--- config.mk ---
export PLATFORM = sky130hd
export DESIGN_NAME = alu_writeback_flat
export DESIGN_NICKNAME = d
export VERILOG_FILES = /design/src/rtl/mips_pkg.sv /design/src/rtl/alu_writeback_if.sv /design/src/rtl/wb_fifo2.sv /design/src/rtl/alu_writeback.sv /design/src/flat_wrapper.sv
export SDC_FILE = /design/constraint.sdc
export NUM_CORES = 1
export LEC_CHECK = 0
export ABC_CLOCK_PERIOD_IN_PS = 6300
export CORE_ASPECT_RATIO = 1.1
export CORE_MARGIN = 4
export CORE_UTILIZATION = 38
export CTS_CLUSTER_SIZE = 24
export DETAILED_ROUTE_END_ITERATION = 16
export MAX_ROUTING_LAYER = met4
export PLACE_DENSITY = 0.68
export SETUP_SLACK_MARGIN = 0.02
export SLEW_MARGIN = 5
export SYNTH_ARGS = -nofsm -noshare
export SYNTH_HDL_FRONTEND = slang
export SYNTH_SLANG_ARGS = --single-unit
export TNS_END_PERCENT = 100
--- constraint.sdc ---
create_clock -name CLK -period 6.3 [get_ports CLK]
set_input_delay 0.63 -clock CLK [delete_from_list [all_inputs] [get_ports CLK]]
set_output_delay 0.63 -clock CLK [all_outputs]
set_load 0.05 [all_outputs]
--- src/rtl/mips_pkg.sv ---
// mips_pkg: shared field widths, funct codes and the legal-funct check used
// by the ALU writeback path.
//   reg_t      - 5-bit register-file address
//   data_t     - 32-bit data word
//   wb_entry_t - one pending register-file write (destination + data)
package mips_pkg;

  localparam int REG_W  = 5;
  localparam int DATA_W = 32;

  typedef logic [REG_W-1:0]  reg_t;
  typedef logic [DATA_W-1:0] data_t;

  localparam logic [5:0] F_ADD = 6'd32;
  localparam logic [5:0] F_SUB = 6'd34;
  localparam logic [5:0] F_AND = 6'd36;
  localparam logic [5:0] F_OR  = 6'd37;
  localparam logic [5:0] F_NOR = 6'd39;
  localparam logic [5:0] F_SLT = 6'd42;

  typedef struct packed {
    reg_t  rd;
    data_t data;
  } wb_entry_t;

  function automatic logic funct_legal(input logic [5:0] f);
    case (f)
      F_ADD, F_SUB, F_AND, F_OR, F_NOR, F_SLT: funct_legal = 1'b1;
      default:                                 funct_legal = 1'b0;
    endcase
  endfunction

endpackage

--- src/rtl/alu_writeback_if.sv ---
// alu_writeback_if: result input channel plus register-file write channel.
//   in_valid/in_ready/in_rd/in_funct/in_result - ALU result handshake
//   RegWrite/WriteReg/WriteData/wr_ready        - register-file write handshake
// modport slave  : the writeback block
// modport master : the environment (ALU side and register file)
interface alu_writeback_if;
  import mips_pkg::*;

  logic       in_valid;
  logic       in_ready;
  reg_t       in_rd;
  logic [5:0] in_funct;
  data_t      in_result;
  logic       RegWrite;
  reg_t       WriteReg;
  data_t      WriteData;
  logic       wr_ready;

  modport slave (
    input  in_valid, in_rd, in_funct, in_result, wr_ready,
    output in_ready, RegWrite, WriteReg, WriteData
  );

  modport master (
    output in_valid, in_rd, in_funct, in_result, wr_ready,
    input  in_ready, RegWrite, WriteReg, WriteData
  );
endinterface

--- src/rtl/wb_fifo2.sv ---
// wb_fifo2: 2-entry in-order FIFO of pending register writes.
//   CLK, RESET  - clock, synchronous active-high reset
//   push/entry  - enqueue (caller guarantees not full)
//   pop         - dequeue head (caller guarantees not empty)
//   count       - occupancy 0..2
//   head        - oldest entry
//   tail        - youngest entry (equals head when count==1)
module wb_fifo2
  import mips_pkg::*;
(
  input  logic      CLK,
  input  logic      RESET,
  input  logic      push,
  input  wb_entry_t entry,
  input  logic      pop,
  output logic [1:0] count,
  output wb_entry_t head,
  output wb_entry_t tail
);

  wb_entry_t mem [2];
  logic      wr_ptr;
  logic      rd_ptr;

  always_ff @(posedge CLK) begin
    if (RESET) begin
      wr_ptr <= 1'b0;
      rd_ptr <= 1'b0;
      count  <= 2'd0;
    end else begin
      if (push) wr_ptr <= ~wr_ptr;
      if (pop)  rd_ptr <= ~rd_ptr;
      count <= count + {1'b0, push} - {1'b0, pop};
    end
  end

  // Storage needs no reset: stale words are never visible because the
  // outputs that expose them are qualified by occupancy in the parent.
  always_ff @(posedge CLK) begin
    if (push && !RESET) mem[wr_ptr] <= entry;
  end

  assign head = mem[rd_ptr];
  assign tail = mem[~wr_ptr];

endmodule

--- src/rtl/alu_writeback.sv ---
// alu_writeback: filters ALU results, buffers legal ones in a 2-entry FIFO
// and drains them to the register file; exposes the youngest pending write
// for forwarding and counts retired and illegal results.
//   CLK, RESET     - clock, synchronous active-high reset
//   bus (slave)    - result input and register-file write channels
//   fwd_valid/reg/data - youngest pending write
//   retired_count  - completed writes (wraps at 2^16)
//   illegal_count  - dropped illegal-funct results (saturates at 255)
module alu_writeback
  import mips_pkg::*;
(
  input  logic               CLK,
  input  logic               RESET,
  alu_writeback_if.slave     bus,
  output logic               fwd_valid,
  output reg_t               fwd_reg,
  output data_t              fwd_data,
  output logic [15:0]        retired_count,
  output logic [7:0]         illegal_count
);

  logic [1:0] occ;
  wb_entry_t  head, tail, entry;
  logic       accept, legal, push, pop, zero_retire, illegal;

  // in_ready depends only on registered occupancy; a same-cycle pop never
  // opens a slot for a push when full.
  assign bus.in_ready = (occ != 2'd2);
  assign accept       = bus.in_valid & bus.in_ready;
  assign legal        = funct_legal(bus.in_funct);
  assign push         = accept & legal & (bus.in_rd != '0);
  assign zero_retire  = accept & legal & (bus.in_rd == '0);
  assign illegal      = accept & ~legal;
  assign pop          = bus.RegWrite & bus.wr_ready;

  assign entry.rd   = bus.in_rd;
  assign entry.data = bus.in_result;

  wb_fifo2 u_fifo (
    .CLK   (CLK),
    .RESET (RESET),
    .push  (push),
    .entry (entry),
    .pop   (pop),
    .count (occ),
    .head  (head),
    .tail  (tail)
  );

  assign bus.RegWrite  = (occ != 2'd0);
  assign bus.WriteReg  = bus.RegWrite ? head.rd   : '0;
  assign bus.WriteData = bus.RegWrite ? head.data : '0;

  // The tail is the youngest entry for both occupancies 1 and 2.
  assign fwd_valid = (occ != 2'd0);
  assign fwd_reg   = fwd_valid ? tail.rd   : '0;
  assign fwd_data  = fwd_valid ? tail.data : '0;

  always_ff @(posedge CLK) begin
    if (RESET) begin
      retired_count <= 16'd0;
      illegal_count <= 8'd0;
    end else begin
      // rd=0 discards retire immediately and may coincide with a pop.
      retired_count <= retired_count + {15'd0, pop} + {15'd0, zero_retire};
      if (illegal && illegal_count != 8'hFF)
        illegal_count <= illegal_count + 8'd1;
    end
  end

endmodule
--- src/flat_wrapper.sv ---
// flat-port wrapper written by rule: the top's interface ports become plain ports
module alu_writeback_flat import mips_pkg::*;
  (CLK, RESET, fwd_valid, fwd_reg, fwd_data, retired_count, illegal_count, bus_in_valid, bus_in_rd, bus_in_funct, bus_in_result, bus_wr_ready, bus_in_ready, bus_RegWrite, bus_WriteReg, bus_WriteData);
  alu_writeback_if bus_i ();
  input  logic CLK;
  input  logic RESET;
  output logic fwd_valid;
  output reg_t fwd_reg;
  output data_t fwd_data;
  output logic [15:0] retired_count;
  output logic [7:0] illegal_count;
  input wire logic [$bits(bus_i.in_valid)-1:0] bus_in_valid;
  input wire logic [$bits(bus_i.in_rd)-1:0] bus_in_rd;
  input wire logic [$bits(bus_i.in_funct)-1:0] bus_in_funct;
  input wire logic [$bits(bus_i.in_result)-1:0] bus_in_result;
  input wire logic [$bits(bus_i.wr_ready)-1:0] bus_wr_ready;
  output wire logic [$bits(bus_i.in_ready)-1:0] bus_in_ready;
  output wire logic [$bits(bus_i.RegWrite)-1:0] bus_RegWrite;
  output wire logic [$bits(bus_i.WriteReg)-1:0] bus_WriteReg;
  output wire logic [$bits(bus_i.WriteData)-1:0] bus_WriteData;
  assign bus_i.in_valid = bus_in_valid;
  assign bus_i.in_rd = bus_in_rd;
  assign bus_i.in_funct = bus_in_funct;
  assign bus_i.in_result = bus_in_result;
  assign bus_i.wr_ready = bus_wr_ready;
  assign bus_in_ready = bus_i.in_ready;
  assign bus_RegWrite = bus_i.RegWrite;
  assign bus_WriteReg = bus_i.WriteReg;
  assign bus_WriteData = bus_i.WriteData;
  alu_writeback u_core (.CLK(CLK), .RESET(RESET), .bus(bus_i), .fwd_valid(fwd_valid), .fwd_reg(fwd_reg), .fwd_data(fwd_data), .retired_count(retired_count), .illegal_count(illegal_count));
endmodule
Yosys cells after proc, flatten, opt, wreduce, memory -nomap -nowiden
Memories as Yosys holds them, arrays and structs flattened. A register that Yosys moved wholly into a read port is not among the register bits.
Cells that the tools add are included.
- eq/ne operators: 8
- bitwise operators: 9
- $add $sub $neg: 5
- multiplexer cells: 9
- reductions and logical operators: 7
- operator list (operator ; count):
    $mux 32 ; 2
    $eq 6x6->1 const B ; 6
    $add 16x1->16 ; 2
    $mux 5 ; 2
    $add 8x1->8 const B ; 1
    $ne 8x8->1 const B ; 1
    $and 1x1->1 ; 6
    $reduce_or 6->1 ; 1
    $logic_not 5->1 ; 1
    $mux 1 ; 5
    $reduce_bool 5->1 ; 1
    $not 1->1 ; 3
    $add 2x1->2 ; 1
    $logic_and 1x1->1 ; 2
    $ne 2x2->1 const B ; 1
    $reduce_bool 2->1 ; 1
    $sub 2x1->2 ; 1
    $logic_not 1->1 ; 1
- logic and storage cells: 44
- flip-flop bits (word level): 28
- output and inout bits: 101
- bits in writable memories: 74
- memories kept: 1
- memories (memory ; depth ; bits a word ; read ports ; clocked after Yosys merged registers in ; write ports ; RTL line ; source):
    u_core.u_fifo.mem ; 2 ; 37 ; 2 ; 1 ; 1 ; wb_fifo2.sv:21 ; wb_entry_t mem [2];

Logic depth before layout (Yosys ltp)
- word-level depth: 8
- mapped depth: 10
- gate-level depth less buffers: 9

Modules after synthesis
A second synthesis with hierarchy kept.
- cell total of the unflattened synthesis: 402
- area total of the unflattened synthesis: 5213.8 µm²
- by module, submodules not included (module ; area each (µm²) ; times used ; cells each):
    wb_fifo2 ; 3479.6 ; 1 ; 175
    alu_writeback ; 1734.2 ; 1 ; 227

Worst setup path after synthesis
No wires, ideal clock.
- path type: in2reg
- start: in bus_in_funct[3]
- end: mem u_core.u_fifo.mem[1][0] (netlist name), enable pin
- setup time: 485 ps
- slack: 1696 ps
- arrival time: 4119 ps
- stages: 4
- cell sequence: nor4bb_1 a22o_1 nand4_1 nor3b_1
- longest elaborated chain between the ends: 8
- elaborated cells on any way between the ends: 13
- classes of those cells: 6 x eq/ne; 3 x mux; 2 x bitwise; 2 x reduce/logical
- ends and longest elaborated chain (item ; RTL line ; source):
    start: declaration ; flat_wrapper.sv:14 ; input wire logic [$bits(bus_i.in_funct)-1:0] bus_in_funct;
    $eq 6x6->1 ; mips_pkg.sv:27 ; case (f)
    $reduce_or 6->1 * ; mips_pkg.sv:27 ;
    $mux 1 * ; mips_pkg.sv:27 ;
    $and 1x1->1 * (2 in series) ; alu_writeback.sv:31 ; assign push = accept & legal & (bus.in_rd != '0);
    $logic_and 1x1->1 * ; wb_fifo2.sv:40 ; if (push && !RESET) mem[wr_ptr] <= entry;
    $mux 1 * ; wb_fifo2.sv:40 ;
    $mux 1 (not written as such) * ; wb_fifo2.sv:40 ;
    end: declaration ; wb_fifo2.sv:21 ;
Every way passes the cells marked *; elsewhere a longest branch is shown, timed or not.

Worst setup path after layout
- start: reg u_core.u_fifo.wr_ptr
- end: out fwd_data[5]
- longest elaborated chain between the ends: 3
- ends and longest elaborated chain (item ; RTL line ; source):
    start: declaration ; wb_fifo2.sv:22 ; logic wr_ptr;
    start signal: assignment ; wb_fifo2.sv:31 ; if (push) wr_ptr <= ~wr_ptr;
    $not 1->1 ; wb_fifo2.sv:44 ; assign tail = mem[~wr_ptr];
    $mem_v2 2x37 ; - ;
    $mux 32 ; alu_writeback.sv:57 ; assign fwd_data = fwd_valid ? tail.data : '0;
    end: declaration ; flat_wrapper.sv:9 ; output data_t fwd_data;
No other way between the ends.

==> flow_metrics.py <==
metrics = {
    "cells_and_area": {
        "layout_commonest_cell": "clkdlybuf4s50_1",
        "mostFrequentLayoutCells": "clkdlybuf4s50_1, nor2_1, mux2i_1",
        "diodes": 0,
        "final_cells": 694,
        "nets": 587,
        "area_delta_synth_final_pct": 40.6,
        "drive_above_1_share_pct": 5.37,
    },
    "timing": {
        "slew_viol_final": 0,
        "period_needed_ps": 3230,
        "timing.fmax_ghz": 0.309,
        "setup_tns_ps": 0,
        "worst_slew_pin_slew_ps": 897,
        "maxSlewHeadroom_pct": 39.9,
        "finalHoldViolCount": 0,
        "setup_violations": 0,
        "fin_skew_ps": 8.07,
        "rsz0062_at_grt": "no",
        "fin_crit_sh_pct": 51.3,
        "holdWs_ps": 517,
    },
    "pwr": {
        "leakage_nw": 2.15,
        "powerDensity_nw_per_um2": 398,
        "ir_worst_vdd_uv": 194,
    },
    "yosys": {
        "ys_async_sr_fraction_pct": 0,
        "synth-warning-count": 0,
        "synth_nets": 447,
        "synth_flop_cell": "edfxtp_1",
        "synth_edf_count": 74,
        "yosysTopAreaCell": "edfxtp_1",
        "synth_area_per_cell_sq_um": 11.9,
        "netlist.area_leader.share_pct": 47.1,
        "yosysSeqAreaShare_pct": 59.4,
        "synth_cells": 395,
        "synth.distinct_cells": 39,
        "syn_area_sq_um": 4710,
        "synth_seq_cells": 103,
        "synth.area.top_cells": "edfxtp_1, mux2i_1, dfxtp_1",
    },
    "cts": {
        "cts_setup_buffers": 0,
        "clk_latency_ps": 330,
        "numCtsBuffers": 9,
        "clkSlewWorstSetupHoldPaths_ps": 70,
        "clock-root-buffer": "clkbuf_16",
        "htree_levels": 3,
        "cts_tree": "done",
        "cts.repair.resized": 0,
        "clockBufferDepth": 2,
        "cts_hold_buf": 0,
        "clock-sinks": 103,
    },
    "grt": {
        "gr-usage-met3_pct": 3.64,
        "globalRouteOverflowTotal": 0,
        "use_met2_pct": 24.6,
        "grt_pass1_wl_microns": 17000,
        "grt_max_degree": 63,
        "antenna_found_initial": 0,
        "grt_use_met1_pct": 19.1,
        "grtUsageTotal_pct": 15.2,
        "grt_pass1_vias": 3529,
        "busiest_layer": "met2",
    },
    "setup_path": {
        "worst_ep_required_time_ps": 5670,
        "crit_chain": "buf_4 > mux2i_1 > nor2_1 > clkdlybuf4s50_1",
        "cp_top_family": "buffers and inverters",
        "cp_num_buf_inv": 2,
        "arrival_ps": 2600,
        "endpoint_kind": "output port",
        "crit_slowest_cell": "clkdlybuf4s50_1",
        "worstSetupPathType": "reg2out",
        "cp_slowest_stage_delay_ps": 820,
        "start_kind": "register",
        "path_max_fanout": 26,
    },
    "floorplanning": {
        "top_level_ports": 148,
        "num_rows": 42,
        "dieWidth_microns": 114,
        "start_util_pct": 39.0,
        "core_area_sq_um": 12100,
        "die_height_microns": 125,
        "dieArea_sq_um": 14300,
    },
    "route": {
        "vias": 3561,
        "drt_iter0_drc": 193,
        "drt_wl_total_microns": 10700,
        "first_pass_iters": 4,
        "drtAntennaViolNets": 0,
        "via_per_inst": 5.13,
        "wl_per_cell_microns": 15.4,
        "drc": 0,
    },
    "worst_hold_path": {
        "hold_class": "reg2reg",
    },
    "placement": {
        "dp.cells": 678,
        "portBuffers": 147,
        "hpwl_microns": 7540,
        "place_congestion": 0.830,
    },
    "outcome": {
        "status": "finished, final reports clean",
    },
    "job": {
        "cap_violations": 0,
    },
}
-- worst paths after layout --
path                                                             to  slack [ps]  cells past startpoint                                start
worst max-delay path                                    fwd_data[5]        3070                      4    u_core.u_fifo.wr_ptr$_SDFFE_PP0P_
worst min-delay path            u_core.retired_count[15]$_SDFF_PP0_         520                      2  u_core.retired_count[15]$_SDFF_PP0_
worst max register to register  u_core.retired_count[14]$_SDFF_PP0_        4050                      8    u_core.u_fifo.count[1]$_SDFF_PP0_
worst min register to register  u_core.retired_count[15]$_SDFF_PP0_         520                      2  u_core.retired_count[15]$_SDFF_PP0_
-- stage by stage --
stage	setup slack, ps	util (%)	cell area, sq um	total power [W]
CTS	3050	54.9	6630	0.00267
global route	2980	54.9	6630	0.00275
floorplan	1700	-	4710	0.00170
finish	3070	54.9	6630	0.00264
detailed placement	2840	52.4	6330	0.00212
global placement	2910	52.4	6330	0.00211
-- routing by layer --
metal  part of all wire (%)  wire, microns
met1                     45           4790
met2                     47           5040
met3                    7.2            772
met4                    1.1            118
met5                      0              0
-- flip-flops by register name, indices dropped and copies added (netlist names), named ones only --
name                  cells
u_core.u_fifo.count       2
u_core.retired_count     16
u_core.u_fifo.rd_ptr      1
u_core.u_fifo.mem        74
u_core.illegal_count      8
u_core.u_fifo.wr_ptr      1
-- logic make-up after synthesis --
| family | Yosys count | synth area share (%) |
|---|---|---|
| buffers and inverters | 28 | 2.71 |
| and+or+nand+nor | 145 | 14.5 |
| xor gates and xnor gates | 13 | 2.42 |
| adders and majority gates | 5 | 1.49 |
| AOI/OAI and AO/OA | 24 | 3.05 |
| DFF | 103 | 59.4 |
| muxes | 77 | 16.4 |
-- layout make-up --
class,count,area [sq um]
flip-flops and latches,103,2810
inverters,4,15.0
multi-input cells,264,1800
fillers,1052,5460
well taps,154,193
clock inverters,6,70.1
clock buffers,10,229
repair buffers,153,1520
-- cells in the mapped netlist (2+ instances only) --
cell type and instances:
nand3_1 10, o31ai_1 7, ha_1 4, buf_2 9, nand4_1 6, inv_1 3, o21ai_0 2, or3_1 3
mux2_1 2, o21ai_1 2, nor3_1 2, nor2_1 92, clkbuf_1 12, edfxtp_1 74, mux2i_1 75, or4_1 7
xor2_1 9, nand2_1 6, nor2b_1 5, and4_1 3, xnor2_1 4, and2_1 2, nor3b_1 2, dfxtp_1 29
a21oi_1 11
-- where the power goes --
group	internal [W]	switching [W]	leakage, nW
Clock	0.000310	0.000234	0.135
Combinational	0.000429	0.000899	1.11
Sequential	0.000747	0.0000197	0.901
Total	0.00149	0.00115	2.15
-- worst register-to-register path: stages (launching register included) --
cell     delay [ps]
dfxtp_1         410
nor2_4          120
inv_2           100
and2_1          260
fa_1            240
ha_1            290
nand2_4         100
or4_1           500
a21oi_1         170
(Power assumes the default switching activity.)
